### config.mk
export PLATFORM = sky130hd
export DESIGN_NAME = clock_adjust_ctrl
export DESIGN_NICKNAME = d
export VERILOG_FILES = /design/src/rtl/clock_pkg.sv /design/src/rtl/btn_sync_edge.sv /design/src/rtl/clock_adjust_ctrl.sv
export SDC_FILE = /design/constraint.sdc
export NUM_CORES = 1
export LEC_CHECK = 0
export ABC_AREA = 1
export BUFFER_PORTS_ARGS = -buffer_cell sky130_fd_sc_hd__buf_2
export CAP_MARGIN = 20
export CORE_MARGIN = 4
export CORE_UTILIZATION = 45
export CTS_BUF_LIST = sky130_fd_sc_hd__clkbuf_8 sky130_fd_sc_hd__clkbuf_16
export DETAILED_ROUTE_END_ITERATION = 7
export GPL_TIMING_DRIVEN = 1
export HOLD_SLACK_MARGIN = 0.12
export PLACE_DENSITY = 0.68
export SYNTH_ARGS = -nofsm -noshare
export SYNTH_HDL_FRONTEND = slang
export SYNTH_SLANG_ARGS = --single-unit
export TNS_END_PERCENT = 100
### constraint.sdc
create_clock -name clk_1Hz -period 2.9 [get_ports clk_1Hz]
set_input_delay 0.145 -clock clk_1Hz [delete_from_list [all_inputs] [get_ports clk_1Hz]]
set_output_delay 0.145 -clock clk_1Hz [all_outputs]
set_load 0.01 [all_outputs]
### src/rtl/clock_pkg.sv
// Shared clock-adjust types: FSM state encoding, one-hot field selects and
// the month-length helper also used by the day counter.
package clock_pkg;

    localparam int unsigned FIELD_W = 6;
    localparam int unsigned DAY_W   = 5;
    localparam int unsigned MON_W   = 4;

    typedef enum logic [2:0] {
        RUN      = 3'd0,
        ADJ_HOUR = 3'd1,
        ADJ_MIN  = 3'd2,
        ADJ_SEC  = 3'd3,
        ADJ_DAY  = 3'd4,
        ADJ_MON  = 3'd5,
        ADJ_YEAR = 3'd6,
        FIX_DAY  = 3'd7
    } state_t;

    localparam logic [FIELD_W-1:0] FLD_NONE = 6'b000000;
    localparam logic [FIELD_W-1:0] FLD_HOUR = 6'b000001;
    localparam logic [FIELD_W-1:0] FLD_MIN  = 6'b000010;
    localparam logic [FIELD_W-1:0] FLD_SEC  = 6'b000100;
    localparam logic [FIELD_W-1:0] FLD_DAY  = 6'b001000;
    localparam logic [FIELD_W-1:0] FLD_MON  = 6'b010000;
    localparam logic [FIELD_W-1:0] FLD_YEAR = 6'b100000;

    function automatic logic [DAY_W-1:0] max_day(input logic [MON_W-1:0] month,
                                                 input logic             leap);
        case (month)
            4'd4, 4'd6, 4'd9, 4'd11: max_day = 5'd30;
            4'd2:                    max_day = leap ? 5'd29 : 5'd28;
            default:                 max_day = 5'd31;
        endcase
    endfunction

    // Successor state on a mode press.
    function automatic state_t next_mode(input state_t s);
        case (s)
            RUN:      next_mode = ADJ_HOUR;
            ADJ_HOUR: next_mode = ADJ_MIN;
            ADJ_MIN:  next_mode = ADJ_SEC;
            ADJ_SEC:  next_mode = ADJ_DAY;
            ADJ_DAY:  next_mode = ADJ_MON;
            ADJ_MON:  next_mode = ADJ_YEAR;
            ADJ_YEAR: next_mode = FIX_DAY;
            default:  next_mode = RUN;
        endcase
    endfunction

    function automatic logic [FIELD_W-1:0] field_of(input state_t s);
        case (s)
            ADJ_HOUR: field_of = FLD_HOUR;
            ADJ_MIN:  field_of = FLD_MIN;
            ADJ_SEC:  field_of = FLD_SEC;
            ADJ_DAY:  field_of = FLD_DAY;
            ADJ_MON:  field_of = FLD_MON;
            ADJ_YEAR: field_of = FLD_YEAR;
            default:  field_of = FLD_NONE;
        endcase
    endfunction

endpackage

### src/rtl/btn_sync_edge.sv
// Button conditioner: 2-flop synchronizer, rising-edge detect and hold-to-repeat.
// Repeat is active only when ADJ_AUTOREPEAT_EN is defined and RPT_EN is set.
module btn_sync_edge #(
    parameter int unsigned REPEAT_DLY = 2,
    parameter bit          RPT_EN     = 1'b1
) (
    input  logic clk_1Hz,
    input  logic rst_n,
    input  logic btn,
    output logic level,
    output logic edge_c,
    output logic rpt_c
);

`ifdef ADJ_AUTOREPEAT_EN
    localparam bit RPT_ON = 1'b1;
`else
    localparam bit RPT_ON = 1'b0;
`endif

    // REPEAT_DLY must be at least 1.
    localparam int unsigned HOLD_W = $clog2(REPEAT_DLY + 1);

    logic              meta;
    logic              level_d;
    logic [HOLD_W-1:0] hold_cnt;

    always_ff @(posedge clk_1Hz or negedge rst_n) begin
        if (!rst_n) begin
            meta    <= 1'b0;
            level   <= 1'b0;
            level_d <= 1'b0;
        end else begin
            meta    <= btn;
            level   <= meta;
            level_d <= level;
        end
    end

    // Cycles the synchronized level has been high, saturating at REPEAT_DLY.
    always_ff @(posedge clk_1Hz or negedge rst_n) begin
        if (!rst_n) begin
            hold_cnt <= '0;
        end else if (!level) begin
            hold_cnt <= '0;
        end else if (hold_cnt != HOLD_W'(REPEAT_DLY)) begin
            hold_cnt <= hold_cnt + HOLD_W'(1);
        end
    end

    assign edge_c = level & ~level_d;
    assign rpt_c  = RPT_ON && RPT_EN && level && (hold_cnt == HOLD_W'(REPEAT_DLY));

endmodule

### src/rtl/clock_adjust_ctrl.sv
// Time/date adjust controller: MODE steps through the field-select states,
// UP/DOWN become one-cycle pulses, and the day is clamped on exit.
// Optional hold-to-repeat on UP/DOWN is enabled by defining ADJ_AUTOREPEAT_EN.
module clock_adjust_ctrl
    import clock_pkg::*;
#(
    parameter int unsigned TIMEOUT    = 30,
    parameter int unsigned REPEAT_DLY = 2
) (
    input  logic               clk_1Hz,
    input  logic               rst_n,
    input  logic               btn_mode,
    input  logic               btn_up,
    input  logic               btn_down,
    input  logic [DAY_W-1:0]   day_bin,
    input  logic [MON_W-1:0]   month_bin,
    input  logic               leap_year,
    output logic               adjust,
    output logic               count_en,
    output logic [FIELD_W-1:0] field_sel,
    output logic               up_pulse,
    output logic               down_pulse,
    output logic               day_load,
    output logic [DAY_W-1:0]   day_load_val
);

    localparam int unsigned IDLE_W = $clog2(TIMEOUT + 1);

    state_t             state;
    logic [IDLE_W-1:0]  idle_cnt;

    logic mode_edge, up_edge, down_edge;
    logic up_level, down_level;
    logic up_rpt, down_rpt;
    logic mode_level_unused, mode_rpt_unused;

    logic               up_fire_c, down_fire_c;
    logic               timeout_c, go_fix_c, clamp_c;
    state_t             mode_next_c;
    logic [DAY_W-1:0]   max_day_c;

    btn_sync_edge #(.REPEAT_DLY(REPEAT_DLY), .RPT_EN(1'b0)) u_mode (
        .clk_1Hz (clk_1Hz),
        .rst_n   (rst_n),
        .btn     (btn_mode),
        .level   (mode_level_unused),
        .edge_c  (mode_edge),
        .rpt_c   (mode_rpt_unused)
    );

    btn_sync_edge #(.REPEAT_DLY(REPEAT_DLY), .RPT_EN(1'b1)) u_up (
        .clk_1Hz (clk_1Hz),
        .rst_n   (rst_n),
        .btn     (btn_up),
        .level   (up_level),
        .edge_c  (up_edge),
        .rpt_c   (up_rpt)
    );

    btn_sync_edge #(.REPEAT_DLY(REPEAT_DLY), .RPT_EN(1'b1)) u_down (
        .clk_1Hz (clk_1Hz),
        .rst_n   (rst_n),
        .btn     (btn_down),
        .level   (down_level),
        .edge_c  (down_edge),
        .rpt_c   (down_rpt)
    );

    // Simultaneous up and down requests cancel; a repeat is suppressed while the other button is held.
    logic up_req_c, down_req_c;
    assign up_req_c    = up_edge   | (up_rpt   & ~down_level);
    assign down_req_c  = down_edge | (down_rpt & ~up_level);
    assign up_fire_c   = up_req_c   & ~down_req_c;
    assign down_fire_c = down_req_c & ~up_req_c;

    assign mode_next_c = next_mode(state);
    assign timeout_c   = (idle_cnt == IDLE_W'(TIMEOUT - 1));
    assign go_fix_c    = mode_edge ? (mode_next_c == FIX_DAY)
                                   : (~up_fire_c & ~down_fire_c & timeout_c);
    assign max_day_c   = max_day(month_bin, leap_year);
    assign clamp_c     = (day_bin > max_day_c);

    always_ff @(posedge clk_1Hz or negedge rst_n) begin
        if (!rst_n) begin
            state        <= RUN;
            adjust       <= 1'b0;
            count_en     <= 1'b1;
            field_sel    <= FLD_NONE;
            up_pulse     <= 1'b0;
            down_pulse   <= 1'b0;
            day_load     <= 1'b0;
            day_load_val <= DAY_W'(1);
            idle_cnt     <= '0;
        end else begin
            up_pulse   <= 1'b0;
            down_pulse <= 1'b0;
            day_load   <= 1'b0;
            case (state)
                RUN: begin
                    if (mode_edge) begin
                        state     <= ADJ_HOUR;
                        adjust    <= 1'b1;
                        count_en  <= 1'b0;
                        field_sel <= FLD_HOUR;
                        idle_cnt  <= '0;
                    end
                end
                FIX_DAY: begin
                    state     <= RUN;
                    adjust    <= 1'b0;
                    count_en  <= 1'b1;
                    field_sel <= FLD_NONE;
                    idle_cnt  <= '0;
                end
                default: begin
                    if (go_fix_c) begin
                        // Leaving adjust: clamp the day to the current month's length.
                        state     <= FIX_DAY;
                        field_sel <= FLD_NONE;
                        idle_cnt  <= '0;
                        day_load  <= clamp_c;
                        if (clamp_c) begin
                            day_load_val <= max_day_c;
                        end
                    end else if (mode_edge) begin
                        state     <= mode_next_c;
                        field_sel <= field_of(mode_next_c);
                        idle_cnt  <= '0;
                    end else if (up_fire_c || down_fire_c) begin
                        up_pulse   <= up_fire_c;
                        down_pulse <= down_fire_c;
                        idle_cnt   <= '0;
                    end else begin
                        idle_cnt <= idle_cnt + IDLE_W'(1);
                    end
                end
            endcase
        end
    end

endmodule
======== Yosys cells after proc, flatten, opt, wreduce, memory -nomap -nowiden ========
Index checks and enable logic that the tools add are counted.
word-level totals
  register bits after elaboration ......... 33
  output and inout bits ................... 16
  bits of input ports ..................... 15
cells by class
  add/sub/neg operators ................... 1
  reductions and logical operators ........ 9
  multiplexer cells ....................... 32
  $lt $le $gt $ge ......................... 1
  equality and inequality tests ........... 21
  bitwise logic cells ..................... 15
operators by type and width
  operator                                                               count
  6-bit one-hot mux with 6 select lines                                  1
  3-bit equality test, second input constant                             8
  3-bit one-hot mux with 7 select lines                                  1
  5-bit 2-to-1 mux                                                       4
  6-bit 2-to-1 mux                                                       3
  1-bit 2-to-1 mux                                                       14
  3-bit by 2-bit equality test with 1-bit output, second input constant  4
  6-bit one-hot mux with 2 select lines                                  1
  5-bit one-hot mux with 2 select lines                                  1
  3-bit 2-to-1 mux                                                       3
  4-bit by 3-bit equality test with 1-bit output, second input constant  2
  4-bit equality test, second input constant                             2
  1-bit inverter                                                         8
  1-bit AND                                                              7
  3-bit by 1-bit equality test with 1-bit output, second input constant  2
  3-bit one-hot mux with 2 select lines                                  1
  5-bit by 1-bit adder with 5-bit output, second input constant          1
  5-bit equality test, second input constant                             1
  5-bit greater-than comparator                                          1
  4-bit by 2-bit equality test with 1-bit output, second input constant  1
  1-bit one-hot mux with 2 select lines                                  2
  2-bit one-hot mux with 2 select lines                                  1
  2-bit AND reduction                                                    2
  4-bit OR reduction                                                     1
  7 further kinds                                                        7

======== Depth between registers and ports, before layout ========
  depth after elaboration ................. 10
  depth in mapped cells ................... 14
  depth with buffers taken out ............ 14

======== Hierarchy ========
Synthesis repeated with hierarchy kept, for this count alone.
unflattened totals
  cells, all modules ...................... 199
  area total of the unflattened synthesis .. 1,702.9 um2
by module, submodules not included
  module             instances  cells an instance  area an instance (um2)
  clock_adjust_ctrl  1          178                1,413.9
  btn_sync_edge      3          7                  96.3

======== Least setup slack after synthesis ========
OpenSTA, ideal clock, no wires.
  path type ............................... reg2reg
  from .................................... register u_up.level_d
  to ...................................... register day_load_val[1]
  setup time .............................. 0.117 ns
  arrival time ............................ 1.385 ns
  data required time ...................... 2.783 ns
  slack ................................... 1.399 ns
  clock period less this slack ............ 1.501 ns
  cell stages (with the launch flop) ...... 11
  buffers on the path ..................... 0
  cell sequence ........................... dfrtp_1 nor2_1 inv_1 ha_1 nand2_1 nor2_1 nand2_1 nand2_2 nand2_2 nand2_1 nand2_1
on the way
  word-level cells in the longest chain between the ends .. 9
RTL lines
  what                                    RTL line                  RTL
  from (decl)                             btn_sync_edge.sv:25       logic level_d;
  from (signal assigned)                  btn_sync_edge.sv:36       level_d <= level;
  1-bit inverter *                        btn_sync_edge.sv:51       assign edge_c = level & ~level_d;
  1-bit AND *                             btn_sync_edge.sv:51
  1-bit inverter                          clock_adjust_ctrl.sv:74   assign down_fire_c = down_req_c & ~up_req_c;
  1-bit AND                               clock_adjust_ctrl.sv:74
  1-bit inverter                          clock_adjust_ctrl.sv:79   : (~up_fire_c & ~down_fire_c & timeout_c);
  1-bit AND * (2 in a row)                clock_adjust_ctrl.sv:79
  1-bit 2-to-1 mux *                      clock_adjust_ctrl.sv:78   assign go_fix_c = mode_edge ? (mode_next_c == FIX_DAY)
  3-bit AND reduction (no source line) *  n/a
  to (signal assigned)                    clock_adjust_ctrl.sv:123  day_load_val <= max_day_c;
  to (decl)                               clock_adjust_ctrl.sv:24   output logic [DAY_W-1:0] day_load_val
Every way passes the cells marked *; elsewhere a longest branch is shown, timed or not.
A chain may end at the register's enable or synchronous reset.

======== Worst setup path after layout ========
  from .................................... register u_up.level_d
  to ...................................... register state[1]
on the way
  word-level cells in the longest chain between the ends .. 10
RTL lines
  what                                                                          RTL line                  RTL
  1-bit inverter *                                                              btn_sync_edge.sv:51
  1-bit AND *                                                                   btn_sync_edge.sv:51
  1-bit inverter                                                                clock_adjust_ctrl.sv:74
  1-bit AND                                                                     clock_adjust_ctrl.sv:74
  1-bit inverter                                                                clock_adjust_ctrl.sv:79
  1-bit AND * (2 in a row)                                                      clock_adjust_ctrl.sv:79
  1-bit 2-to-1 mux *                                                            clock_adjust_ctrl.sv:78
  3-bit 2-to-1 mux or 3-bit nonzero test (tied branches)                        n/a
  3-bit one-hot mux with 2 select lines or 2-bit AND reduction (tied branches)  n/a
  to (signal assigned)                                                          clock_adjust_ctrl.sv:126  state <= mode_next_c;
  to (decl)                                                                     clock_adjust_ctrl.sv:29   state_t state;
Marks and branches as above.

==> qor.json <==
{
  "setup_path": {
    "worst-endpoint-arrival_ps": 1880,
    "path_common_cell": "nand2_1",
    "critPathMaxFanout": 8,
    "timing.reg2reg.worst_path_depth": 10,
    "setup.worst_path.end_class": "register",
    "timing.critical_path.cells": "nor2_1 -> inv_1 -> ha_1 -> nand2_1 -> nor2_1 -> nor2_1 -> nand2_1 -> nand2_2 -> nand2_1 -> nand2_1",
    "biggest_cell_delay_along_the_critical_path_ps": 360,
    "timing.critical_path.buf_inv": 1,
    "path_class": "register to register",
    "worst_ep_required_time_ps": 3080,
    "path_depth": 10,
    "timing.critical_path.max_delay_family": "simple AND/OR/NAND/NOR gates",
    "worstSetupStartpointType": "register",
    "timing.critical_path.slowest_stage_cell": "dfrtp_1"
  },
  "clocking": {
    "postCtsSetupRepairBufs": 0,
    "cts_max_path_buffers": 2,
    "cts.reportedPaths.clkPinSlew_ps": 60,
    "tritoncts_buffer_count": 5,
    "clock_sinks": 31,
    "htreeDepth": 2,
    "post_cts_resized": 0,
    "cts_tree": "yes",
    "clock_latency_ps": 280,
    "cts.root.buffer_cell": "clkbuf_8"
  },
  "final_layout": {
    "area_growth_syn_to_layout_pct": 20.0,
    "final_util": 0.579,
    "num-nets-final": 235,
    "finish.cell_count_without_fillers": 259,
    "multi_input_comb_area_um2": 607,
    "layout.cells.most_common": "nand2_1",
    "seq_area_um2": 778,
    "antenna-diode-count": 0,
    "commonest_non_fill_non_tap_cells_in_the_layout": "nand2_1, buf_2, dfrtp_1",
    "postLayoutCellArea_um2": 1820,
    "filler_cells": 285,
    "fraction_of_final_layout_cells_sized_beyond_drive_strength_1": 0.260
  },
  "detailed_routing": {
    "avgViaCountPerCell": 4.76,
    "avg_wl_per_cell_um": 10.9,
    "wl_um": 2830,
    "iteration_0_drc_markers": 42,
    "pre_antenna_drt_iters": 4,
    "drt.antenna.violating_nets": 0,
    "drt_drc_violations_left": 0,
    "via_count": 1234
  },
  "synthesis": {
    "netlist_area_um2": 1520,
    "synth.lib_cells_used.distinct": 24,
    "synth_seq_cells": 31,
    "synthesis.yosys.warnings": 0,
    "syn-instance-count": 179,
    "yosysTopAreaCellShare": 0.477,
    "synth_sequential_area_ratio": 0.512,
    "syn_area_per_cell_um2": 8.49,
    "number_of_nets_in_the_synthesized_netlist": 200,
    "yosys-top-cells-area": "dfrtp_1, nand2_1, ha_1, nand3_1, inv_1",
    "synth_area_leader_cell": "dfrtp_1"
  },
  "power": {
    "power_per_cell_area_nw_per_um2": 746,
    "power.ir.vdd_worst_v": 0.000392,
    "p_total_mw": 1.36,
    "power.static_leakage_nw": 1.02
  },
  "sta": {
    "timing.final.hold_violations": 0,
    "max_clock_freq_ghz": 0.585,
    "summed_negative_setup_slack_over_all_endpoints_ps": 0,
    "final.min_clock_period_ps": 1710,
    "final.hold.worst_slack_ps": 203,
    "timing.final.ws_setup_ps": 1190,
    "rsz0062_at_grt": "no",
    "slew-limit-headroom": 0.565,
    "fin_clk_skew_ps": 3.60,
    "timing.final.setup_violations": 0,
    "layout_worst_path_cycle_share": 0.589,
    "worst_slew_pin_slew_ps": 653,
    "timing.final.max_slew_violations": 0
  },
  "global_routing": {
    "grt_use_total": 0.151,
    "grt_antenna_before_repair": 0,
    "grt_pass1_wl_um": 4970,
    "grt_max_degree": 32,
    "grt_pass1_vias": 1160,
    "gr-total-overflow": 0
  },
  "placed_design": {
    "pre_cts_ws_ps": 1220,
    "place.gp.congestion": 0.844,
    "dp.final_hpwl_um": 2100,
    "placedInstanceArea_um2": 1680,
    "port_buffers": 30,
    "dp_cells": 247
  },
  "hold_path": {
    "hp-class": "primary input to register",
    "min_path_cells": 5
  },
  "status": {
    "run_status": "finished clean"
  },
  "floorplanning": {
    "die_w_um": 66.1,
    "die_height_um": 66.1,
    "start_util": 0.482,
    "die-area_um2": 4370,
    "core-area_um2": 3150,
    "num_rows": 20,
    "io-pin-count": 31
  },
  "job": {
    "maxCapViolations": 0
  }
}
worst min-delay path, stage by stage:
cell and delay [ps]:
buf_2 100, nand2_1 50, nand2_1 70, nand3_1 70, nand2_1 50
power breakdown:
part           switching, mW  internal [mW]  leakage [nW]
Clock                  0.149          0.212        0.0557
Sequential            0.0877          0.521         0.385
Combinational          0.248          0.142         0.578
Total                  0.484          0.876          1.02
cells in the mapped netlist:
library cell,instances
nand2_4,1
nand2_2,4
nand3_2,2
o21ai_0,1
nand3_1,14
nor2_2,1
nor3_1,2
inv_2,7
xor2_1,2
nand2_1,53
inv_1,17
buf_2,3
o21bai_1,1
nor2_4,1
ha_1,6
buf_6,1
dfrtp_1,29
nor2_1,15
nand4_1,8
buf_4,2
dfstp_2,2
o21ai_1,5
clkinv_1,1
nand3_4,1
area by class of cell:
cell class / instances / area share
clock buffer: 7 / 0.0528
inverter: 25 / 0.0514
multi-input combinational: 117 / 0.333
tap: 44 / 0.0302
timing repair buffer: 34 / 0.104
clock inverter: 1 / 0.00206
sequential: 31 / 0.427
path summary, 6_finish.rpt:
path                       slack (ps)              end    startpoint
hold / removal                    200  day_load_val[0]     leap_year
max in group asynchronous        2060      idle_cnt[2]         rst_n
setup / recovery                 1190         state[1]  u_up.level_d
hold reg to reg                   350     u_mode.level   u_mode.meta
setup reg to reg                 1190         state[1]  u_up.level_d
min in group asynchronous         420  day_load_val[1]         rst_n
logic make-up after synthesis:
group,synth area share
AOI/OAI and AO/OA,0.0247
xor gates and xnor gates,0.0115
DFF,0.512
adders and majority gates,0.0494
buffers and inverters,0.0889
and+or+nand+nor,0.314
layer usage:
layer | track usage | vias to the layer above | part of all wire
li1 | - | 632 | -
met1 | 0.174 | 565 | 0.42
met2 | 0.237 | 27 | 0.50
met3 | 0.0442 | 10 | 0.052
met4 | 0.112 | 0 | 0.031
met5 | 0 | - | 0
flip-flops by register name, indices dropped and copies added, names as in the netlist:
name            flops
field_sel           6
idle_cnt            5
day_load_val        3
state               3
adjust              1
count_en            1
day_load            1
down_pulse          1
u_down.level        1
u_down.level_d      1
u_down.meta         1
u_mode.level        1
u_mode.level_d      1
u_mode.meta         1
u_up.level          1
u_up.level_d        1
u_up.meta           1
up_pulse            1
timing repair:
action                                  CTS  global route
endpoints found under the setup margin    0             0
hold buffers                              4             0
hold endpoints to repair                 32             0
(Power assumes the default switching activity.)
